## config.mk

```make
export PLATFORM = sky130hd
export DESIGN_NAME = st_indicator
export DESIGN_NICKNAME = d
export VERILOG_FILES = /design/src/rtl/st_disp_pkg.sv /design/src/rtl/seg_scan2.sv /design/src/rtl/st_indicator.sv
export SDC_FILE = /design/constraint.sdc
export NUM_CORES = 1
export LEC_CHECK = 0
export ABC_AREA = 1
export CAP_MARGIN = 5
export CORE_MARGIN = 3
export CORE_UTILIZATION = 29
export CTS_CLUSTER_SIZE = 14
export DETAILED_ROUTE_END_ITERATION = 7
export SETUP_SLACK_MARGIN = 0.05
export SLEW_MARGIN = 40
export SYNTH_ARGS = -nofsm -noshare
export SYNTH_HDL_FRONTEND = slang
export SYNTH_HIERARCHICAL = 1
export SYNTH_SLANG_ARGS = --single-unit
```

## constraint.sdc

```tcl
create_clock -name clk -period 4.2 [get_ports clk]
set_input_delay 1.05 -clock clk [delete_from_list [all_inputs] [get_ports clk]]
set_output_delay 1.05 -clock clk [all_outputs]
set_load 0.03 [all_outputs]
```

## src/rtl/st_disp_pkg.sv

```systemverilog
// Shared display constants for st_indicator: mode codes, 7-seg glyphs {dp,g,f,e,d,c,b,a}
// and LED mapping helpers. Pure combinational helpers, no latency, no flow control.
package st_disp_pkg;

  typedef enum logic [2:0] {
    ST_RST   = 3'd0,
    ST_SLEEP = 3'd1,
    ST_LIGHT = 3'd2,
    ST_DRAW  = 3'd3,
    ST_WRITE = 3'd4,
    ST_ERASE = 3'd5,
    ST_COLOR = 3'd6,
    ST_STOP  = 3'd7
  } st_mode_e;

  localparam logic [7:0] GLYPH_BLANK = 8'h00;
  localparam logic [7:0] GLYPH_R     = 8'h50;
  localparam logic [7:0] GLYPH_P     = 8'h73;
  localparam logic [7:0] GLYPH_S     = 8'h6D;
  localparam logic [7:0] GLYPH_T     = 8'h78;
  localparam logic [7:0] GLYPH_DASH  = 8'h40;

  function automatic logic [7:0] digit_glyph(input logic [3:0] d);
    logic [7:0] g;
    case (d)
      4'd0:    g = 8'h3F;
      4'd1:    g = 8'h06;
      4'd2:    g = 8'h5B;
      4'd3:    g = 8'h4F;
      4'd4:    g = 8'h66;
      4'd5:    g = 8'h6D;
      4'd6:    g = 8'h7D;
      4'd7:    g = 8'h07;
      4'd8:    g = 8'h7F;
      4'd9:    g = 8'h6F;
      default: g = GLYPH_BLANK;
    endcase
    return g;
  endfunction

  // One-hot LED position for the steady working modes.
  function automatic logic [2:0] led_idx(input st_mode_e m);
    logic [2:0] idx;
    case (m)
      ST_LIGHT: idx = 3'd1;
      ST_DRAW:  idx = 3'd2;
      ST_WRITE: idx = 3'd3;
      ST_ERASE: idx = 3'd4;
      ST_COLOR: idx = 3'd5;
      default:  idx = 3'd0;
    endcase
    return idx;
  endfunction

  function automatic logic [7:0] progress_bar(input logic [1:0] lvl);
    logic [7:0] bar;
    case (lvl)
      2'd0:    bar = 8'h03;
      2'd1:    bar = 8'h0F;
      2'd2:    bar = 8'h3F;
      default: bar = 8'hFF;
    endcase
    return bar;
  endfunction

endpackage

```

## src/rtl/seg_scan2.sv

```systemverilog
// Two-digit multiplexed 7-seg scanner; dig_n and seg are registered together so a
// digit is never enabled with the other digit's pattern. One-cycle latency, no backpressure.
module seg_scan2
  import st_disp_pkg::*;
#(
  parameter int SCAN_CYCLES = 50000
) (
  input  logic       clk,
  input  logic       rst_n,
  input  logic       i_en,
  input  logic       i_sync,
  input  logic [7:0] i_left,
  input  logic [7:0] i_right,
  input  logic       i_blank,
  output logic [7:0] o_seg,
  output logic [1:0] o_dig_n
);

  localparam int SW = (SCAN_CYCLES > 1) ? $clog2(SCAN_CYCLES) : 1;
  localparam logic [SW-1:0] SCAN_LAST = SW'(SCAN_CYCLES - 1);

  logic [SW-1:0] r_cnt;
  logic          r_sel;
  logic [SW-1:0] w_cnt_nxt;
  logic          w_sel_nxt;

  // r_sel = 0 drives the left digit; i_sync restarts the scan on the left.
  always_comb begin
    w_cnt_nxt = r_cnt + 1'b1;
    w_sel_nxt = r_sel;
    if (i_sync) begin
      w_cnt_nxt = '0;
      w_sel_nxt = 1'b0;
    end else if (r_cnt == SCAN_LAST) begin
      w_cnt_nxt = '0;
      w_sel_nxt = ~r_sel;
    end
  end

  always_ff @(posedge clk) begin
    if (!rst_n) begin
      r_cnt   <= '0;
      r_sel   <= 1'b0;
      o_seg   <= GLYPH_BLANK;
      o_dig_n <= 2'b11;
    end else if (i_en) begin
      r_cnt   <= w_cnt_nxt;
      r_sel   <= w_sel_nxt;
      o_dig_n <= w_sel_nxt ? 2'b10 : 2'b01;
      o_seg   <= i_blank ? GLYPH_BLANK : (w_sel_nxt ? i_right : i_left);
    end
  end

endmodule

```

## src/rtl/st_indicator.sv

```systemverilog
// Turns st mode/sub-state codes into LEDs, a 2-digit display and a beep on mode change.
// Input to led/seg/beep latency is 2 edges; free-running sampler, no backpressure.
module st_indicator
  import st_disp_pkg::*;
#(
  parameter int CLK_FREQ    = 50_000_000,
  parameter int SCAN_CYCLES = 50000,
  parameter int BEEP_CYCLES = CLK_FREQ / 10
) (
  input  logic       clk,
  input  logic       rst_n,
  input  logic [2:0] state,
  input  logic [2:0] state_deep,
  output logic [7:0] led,
  output logic [7:0] seg,
  output logic [1:0] dig_n,
  output logic       beep
);

  localparam int BLINK_HALF = CLK_FREQ / 4;
  localparam int BLW = (BLINK_HALF > 1) ? $clog2(BLINK_HALF) : 1;
  localparam int BPW = $clog2(BEEP_CYCLES + 1);
  localparam logic [BLW-1:0] BLINK_LAST = BLW'(BLINK_HALF - 1);
  localparam logic [BPW-1:0] BEEP_LOAD  = BPW'(BEEP_CYCLES);

  logic [2:0]     r_state_q, r_deep_q, r_state_q1;
  logic           r_vld, r_primed;
  logic [BLW-1:0] r_blink_cnt;
  logic           r_blink_ph;
  logic [BPW-1:0] r_beep_cnt;
  logic [7:0]     r_led;

  st_mode_e       w_mode;
  logic [1:0]     w_level;
  logic           w_change;
  logic [BLW-1:0] w_blink_cnt_nxt;
  logic           w_blink_ph_nxt;
  logic [7:0]     w_led_nxt, w_left, w_right;
  logic           w_blank;
  logic           w_scan_sync;

  always_comb begin
    w_mode   = st_mode_e'(r_state_q);
    w_level  = (r_deep_q > 3'd3) ? 2'd3 : r_deep_q[1:0];
    w_change = r_primed && (r_state_q != r_state_q1);

    // Blink restarts lit on the first valid sample and on every mode change.
    w_blink_cnt_nxt = r_blink_cnt + 1'b1;
    w_blink_ph_nxt  = r_blink_ph;
    if (!r_primed || w_change) begin
      w_blink_cnt_nxt = '0;
      w_blink_ph_nxt  = 1'b1;
    end else if (r_blink_cnt == BLINK_LAST) begin
      w_blink_cnt_nxt = '0;
      w_blink_ph_nxt  = ~r_blink_ph;
    end

    w_led_nxt = 8'h00;
    w_left    = GLYPH_BLANK;
    w_right   = GLYPH_BLANK;
    w_blank   = 1'b0;
    case (w_mode)
      ST_RST: begin
        w_led_nxt = progress_bar(w_level);
        w_left    = GLYPH_R;
        w_right   = digit_glyph({2'b00, w_level});
      end
      ST_SLEEP: begin
        w_led_nxt = {7'b0, w_blink_ph_nxt};
        w_left    = GLYPH_DASH;
        w_right   = GLYPH_DASH;
      end
      ST_STOP: begin
        w_led_nxt = {8{w_blink_ph_nxt}};
        w_left    = GLYPH_S;
        w_right   = GLYPH_T;
        w_blank   = ~w_blink_ph_nxt;
      end
      default: begin
        w_led_nxt = 8'h01 << led_idx(w_mode);
        w_left    = GLYPH_P;
        w_right   = digit_glyph({1'b0, r_state_q - 3'd1});
      end
    endcase
  end

  always_ff @(posedge clk) begin
    if (!rst_n) begin
      r_state_q   <= 3'd0;
      r_deep_q    <= 3'd0;
      r_state_q1  <= 3'd0;
      r_vld       <= 1'b0;
      r_primed    <= 1'b0;
      r_blink_cnt <= '0;
      r_blink_ph  <= 1'b0;
      r_beep_cnt  <= '0;
      r_led       <= 8'h00;
    end else begin
      r_state_q   <= state;
      r_deep_q    <= state_deep;
      r_state_q1  <= r_state_q;
      r_vld       <= 1'b1;
      r_primed    <= r_vld;
      r_blink_cnt <= w_blink_cnt_nxt;
      r_blink_ph  <= w_blink_ph_nxt;
      if (w_change)
        r_beep_cnt <= BEEP_LOAD;
      else if (r_beep_cnt != '0)
        r_beep_cnt <= r_beep_cnt - 1'b1;
      if (r_vld)
        r_led <= w_led_nxt;
    end
  end

  assign w_scan_sync = ~r_primed;
  assign led         = r_led;
  assign beep        = (r_beep_cnt != '0);

  seg_scan2 #(
    .SCAN_CYCLES(SCAN_CYCLES)
  ) u_scan (
    .clk     (clk),
    .rst_n   (rst_n),
    .i_en    (r_vld),
    .i_sync  (w_scan_sync),
    .i_left  (w_left),
    .i_right (w_right),
    .i_blank (w_blank),
    .o_seg   (seg),
    .o_dig_n (dig_n)
  );

endmodule
```

==> results of run 1 <==
==> worst min path at each step <==
stage / from / slack, ps / endpoint
floorplan: r_blink_cnt[0] / 430 / r_blink_cnt[0]
global placement: r_blink_cnt[0] / 450 / r_blink_cnt[0]
detailed placement: r_blink_cnt[0] / 460 / r_blink_cnt[0]
CTS: u_scan/o_seg[7] / 470 / u_scan/o_seg[7]
global route: u_scan/o_seg[6] / 490 / u_scan/o_seg[6]
finish: u_scan/o_seg[7] / 470 / u_scan/o_seg[7]
==> report_power, final <==
part | internal, µW | switching (µW)
Clock | 421 | 363
Sequential | 1000 | 99.5
Combinational | 382 | 623
Total | 1800 | 1090
==> per-stage QoR <==
| step | area (µm²) | utilization, % | std cells | hold WS [ps] | worst slack (ps) |
|---|---|---|---|---|---|
| global route | 5800 | 34.5 | 989 | 487 | 882 |
| detailed placement | 5520 | 32.8 | 973 | 458 | 1360 |
| finish | 5800 | 34.5 | 989 | 465 | 980 |
| global placement | 5520 | 32.8 | 973 | 452 | 1420 |
| floorplan | 5050 | - | 739 | 430 | 1930 |
| CTS | 5800 | 34.5 | 989 | 468 | 971 |
==> per-layer routing <==
layer  vias up  track usage, %  wire, µm
met5         -               0         0
met4         0            4.06       191
met3        13            3.27       378
met2        77            20.0      5120
met1      2026            16.8      5600
li1       2395               -         -
==> flip-flops by register name, indices dropped and copies added (netlist names), 3 cells and up <==
signal,cells
r_blink_cnt,24
u_scan/r_cnt,16
r_beep_cnt,23
r_state_q1,3
r_state_q,3
u_scan/o_seg,8
r_deep_q,3
led,8
==> layout make-up <==
cell class              count  share of cell area, %
flip-flops and latches     94                   32.4
well taps                 220                   4.74
clock buffers              10                   4.12
repair buffers             27                   4.62
clock inverters             6                  0.776
multi-input cells         527                   46.5
inverters                 105                   6.84
==> cells in the final DEF (no fill, tap or decap), drive strengths merged, types with 3 or more instances in the layout <==
master / instances
nand3: 47
a21oi: 45
nand2: 166
nand3b: 4
ha: 9
nand4: 25
xnor2: 19
a31oi: 6
dfxtp: 94
nor4: 3
inv: 106
xor2: 17
clkbuf: 10
o21a: 4
conb: 3
o21ai: 18
clkdlybuf4s50: 26
or2: 4
nor2: 128
nor3: 17
clkinvlp: 3
==> logic make-up (layout without fill, tap and decap cells) <==
group           count (synthesis)  count (layout)
simple gates                  399             399
buf+inv                       118             148
flops                          94              94
compound gates                 80              80
xor+xnor                       36              36
fa+ha+maj                       9               9
other cells                     2               3
==> critical path, stage by stage (launching register included) <==
cell and delay (ps):
dfxtp_1 320, inv_1 170, ha_1 200, inv_1 50, nor4_1 260, nand3_1 190, clkdlybuf4s50_1 630
==> impl_metrics.csv, run 1 <==
group,metric,value,unit
pwr,p_per_area,498,nW/µm²
global_route,grt_pass1_wl,19400,µm
global_route,grt_usage,12.6,%
global_route,overflow,0,
critical_path,ff2ff_path_depth,11,
synth,synthMuxAreaShare,0,%
synth,synthTopCellsByArea,"dfxtp_1 (37%), nand2_1 (12%), nor2_1 (8.5%), inv_1 (7.4%), a21oi_1 (4.4%)",
cells_and_area,multi_input_area,2700,µm²
min_path,hold_path_depth,2,
timing,finalCriticalPeriod,3220,ps
synth,synthDominantCellAreaShare,37.3,%
timing,clock.fmax,311,MHz
floorplan,start_util,30.0,%
synth,synth_compound_area_share,8.79,%
timing,slew_viol_final,0,
critical_path,startpoint_type,"register",
critical_path,endpoint,"beep",
synth,synth_edf_count,0,
synth,synth_top_area_cell,"dfxtp_1",
timing,rsz0062_at_grt,"no",
critical_path,arrival,2170,ps
timing,timing.final.crit_share,76.7,%
timing,clock_skew,9.26,ps
timing,setup_viol,0,
cts,htreeDepth,3,
critical_path,cp-end-kind,"output port",
cells_and_area,fin_nets,781,
critical_path,r2r_end,"u_scan/o_seg[1]",
route,drt_iter0_markers,288,
cells_and_area,regArea,1880,µm²
synth,yosys.area_share.simple,35.9,%
critical_path,r2r_start,"r_blink_cnt[0]",
synth,syn_area,5050,µm²
route,post_drt_wl_per_cell,11.4,µm
timing,hold_viol,0,
synth,synthFlopType,"dfxtp_1",
route,vias_per_cell,4.56,
min_path,hp-class,"register to register",
cts,cts_tree,"done",
route,vias,4511,
cells_and_area,area_growth,14.9,%
route,route.detailed.drc,0,
cts,cts_hold_buf,0,
global_route,grt_pass1_vias,4151,
floorplan,std_cell_rows,47,
synth,synth_xor_area_share,6.24,%
cells_and_area,fillCellCount,1843,
synth,syn_avg_cell_area,6.84,µm²
cts,insertion_delay,350,ps
cts,cts_root_buf,"clkbuf_16",
cells_and_area,n_antenna_cell,0,
synth,syn_inst,738,
place,hpwlAfterDp,8360,µm
synth,synth_seq_cells,94,
cts,cts_resized,0,
cells_and_area,drive_gt1_share,7.54,%
pwr,p_leak,0.00246,µW
place,io_buffers,26,
outcome,status,"complete, no violations",
floorplan,coreArea,16800,µm²
cts,post_cts_buffers,0,
synth,synthAdderAreaFrac,2.23,%
critical_path,timing_worst_setup_path_type,"register to output port",
cts,cts.sinks,94,
timing,relSlewSlack,53.7,%
synth,synthArstFlopShare,0,%
synth,synth.distinct_cells,43,
floorplan,die_w,138,µm
global_route,antenna_found_initial,0,
floorplan,die_y,138,µm
cts,cts_buffers,9,
global_route,grt_max_degree,19,
pwr,report.power.total,2890,µW
flow_run,maxCapViolCount,0,
timing,timing.setup.tns,0,ps
route,first_pass_iters,5,
critical_path,crit_start,"r_beep_cnt[0]",
critical_path,path_max_fanout,7,
cts,cts.path.max_buffers,2,
place,gp_congestion,0.891,
synth,synth_top_family_by_area,"simple AND/OR/NAND/NOR gates",
timing,max_slew.worst_pin.slew,694,ps
route,routed_wl,11300,µm
pwr,irDropWorstVdd,0.000312,V
cts,cts.clk_slew.worst_paths,70,ps
critical_path,ff2ff_setup_slack,1960,ps
synth,yosysMostFrequentCell,"nand2_1",
synth,synth_common_cells,"nand2_1 (155), nor2_1 (114), inv_1 (100), dfxtp_1 (94), a21oi_1 (44)",
synth,ys_seq_area_share,37.3,%
synth,yosys_warnings,6,
critical_path,crit_required,3150,ps
floorplan,die_area,19000,µm²
floorplan,io_pins,27,
route,ant_nets,0,
(Power assumes the default switching activity.)
==> inputs of run 2 (changes only) <==
Clock period 4.2 ns to 2.6 ns, I/O delays scaled along.
==> run 2 against run 1 <==
Effect of this change:
- critical path depth stayed put
- first-iteration DRC count is 16% lower
- critical path type unchanged
- non-clock buffer count is 5 higher
- final cell count is 0.40% higher
- die area stayed put
- via count is 0.22% higher
- combinational power is 64% higher
- routed wire length is 0.41% higher
==> impl_metrics.csv, run 2 (same netlist as run 1, synthesis figures left out) <==
group,metric,value,unit
timing,max_slew.worst_pin.slew,582,ps
global_route,met2_usage,20.7,%
min_path,hold_path_depth,2,
timing,setup_viol,0,
min_path,hp-class,"register to register",
pwr,irDropWorstVdd,0.000494,V
floorplan,start_util,30.0,%
global_route,use_met3,3.56,%
min_path,min_to,"u_scan/o_seg[7]",
route,ant_nets,0,
cts,insertion_delay,350,ps
place,place_inst,978,
critical_path,startpoint_type,"register",
cts,cts.sinks,94,
cells_and_area,drive_gt1_share,8.15,%
place,place_area,5560,µm²
floorplan,coreArea,16800,µm²
timing,layout_setup_ws,303,ps
floorplan,die_w,138,µm
cells_and_area,largest_reg_flops,24,
cells_and_area,regMostFlops,"r_blink_cnt",
critical_path,r2r_end,"u_scan/o_seg[3]",
critical_path,crit_required,1950,ps
cells_and_area,fin_nets,786,
global_route,top_usage_layer,"met2",
timing,clock.fmax,435,MHz
cells_and_area,n_antenna_cell,0,
critical_path,r2r_start,"r_state_q[0]",
critical_path,ff2ff_path_depth,12,
cts,cts_buffers,9,
route,vias,4521,
route,route.detailed.drc,0,
route,first_pass_iters,4,
pwr,report.power.total,4730,µW
critical_path,timing_worst_setup_path_type,"register to output port",
global_route,grt_pass1_vias,4324,
place,pre_cts_slack,255,ps
min_path,hold_path_startpoint,"u_scan/o_seg[7]",
cells_and_area,fin_cells,993,
cells_and_area,final_cell_mix,"nand2_1 (155), nor2_1 (114), inv_1 (100)",
cells_and_area,layout_commonest_cell,"nand2_1",
place,io_buffers,26,
cts,cts.path.max_buffers,2,
timing,hold_viol,0,
global_route,grt_max_degree,19,
global_route,grt_pass1_wl,19800,µm
cells_and_area,fin_area,5850,µm²
critical_path,path_max_fanout,4,
route,routed_wl,11300,µm
cts,cts_hold_buf,0,
cts,cts_root_buf,"clkbuf_16",
timing,finalCriticalPeriod,2300,ps
cells_and_area,area_growth,15.8,%
outcome,status,"complete, no violations",
cts,cts.clk_slew.worst_paths,60,ps
global_route,use_met1,16.8,%
timing,timing.final.crit_share,88.4,%
cts,post_cts_buffers,0,
critical_path,arrival,1650,ps
cells_and_area,top_regs,"r_blink_cnt (24), r_beep_cnt (23), u_scan/r_cnt (16)",
place,gp_congestion,0.914,
flow_run,maxCapViolCount,0,
place,hpwlAfterDp,8410,µm
route,post_drt_wl_per_cell,11.4,µm
timing,clock_skew,6.23,ps
cts,htreeDepth,3,
timing,timing.setup.tns,0,ps
global_route,antenna_found_initial,0,
cells_and_area,fillCellCount,1860,
critical_path,ff2ff_setup_slack,400,ps
pwr,p_leak,0.00250,µW
route,drt_iter0_markers,242,
critical_path,cp-end-kind,"output port",
global_route,overflow,0,
floorplan,io_pins,27,
global_route,grt_usage,12.9,%
timing,relSlewSlack,61.2,%
timing,rsz0062_at_grt,"no",
cts,cts_tree,"done",
pwr,p_per_area,809,nW/µm²
floorplan,die_area,19000,µm²
route,vias_per_cell,4.55,
floorplan,std_cell_rows,47,
timing,slew_viol_final,0,
floorplan,die_y,138,µm
run 2: cell count changes in the layout (fill, tap and decap cells not counted):
cell and delta:
buf_4 +5, clkinv_4 +2, clkinvlp_4 -2, inv_6 -2, bufinv_16 +1, clkbuf_2 +1
clkdlybuf4s50_1 -1
run 2: worst max-delay path by stage:
stage | to | cells past startpoint | start
after global placement | beep | 6 | r_beep_cnt[0]
after CTS | beep | 6 | r_beep_cnt[0]
after global routing | beep | 6 | r_beep_cnt[0]
after floorplan | beep | 5 | r_beep_cnt[0]
after detailed placement | beep | 6 | r_beep_cnt[0]
final | beep | 6 | r_beep_cnt[0]
run 2: final cells by class:
class,instances,area [µm²],share of cell area [%]
Clock buffer,10,239,4.09
Clock inverter,5,60.1,1.03
Inverter,105,397,6.78
Multi-Input combinational cell,527,2700,46.1
Sequential cell,94,1880,32.2
Tap cell,220,275,4.71
Timing Repair Buffer,32,300,5.13
run 2: what timing repair did:
item | CTS | global route
cloned | 0 | 0
pin swaps | 0 | 0
resized for setup | 1 | 2
endpoints found under the setup margin | 1 | 1
run 2: critical path: stages (launching register included):
cell and delay (ps):
dfxtp_1 320, inv_1 80, ha_1 170, inv_1 40
nor4_1 260, nand3_1 190, clkbuf_2 230
run 2: metal layers:
metal	routed length, µm	share of wire (%)
met5	0	0
met4	180	1.6
met3	410	3.6
met2	5160	45
met1	5590	49
run 2: metrics by stage:
step | hold WS (ps) | utilization (%)
floorplan | 430 | -
global placement | 450 | 33.0
detailed placement | 456 | 33.0
CTS | 467 | 34.8
global route | 483 | 34.8
finish | 463 | 34.8
run 2: power breakdown:
group          internal [µW]  switching [µW]  leakage [µW]
Sequential              1620             151      0.000768
Combinational            621            1020       0.00159
Clock                    767             557      0.000145
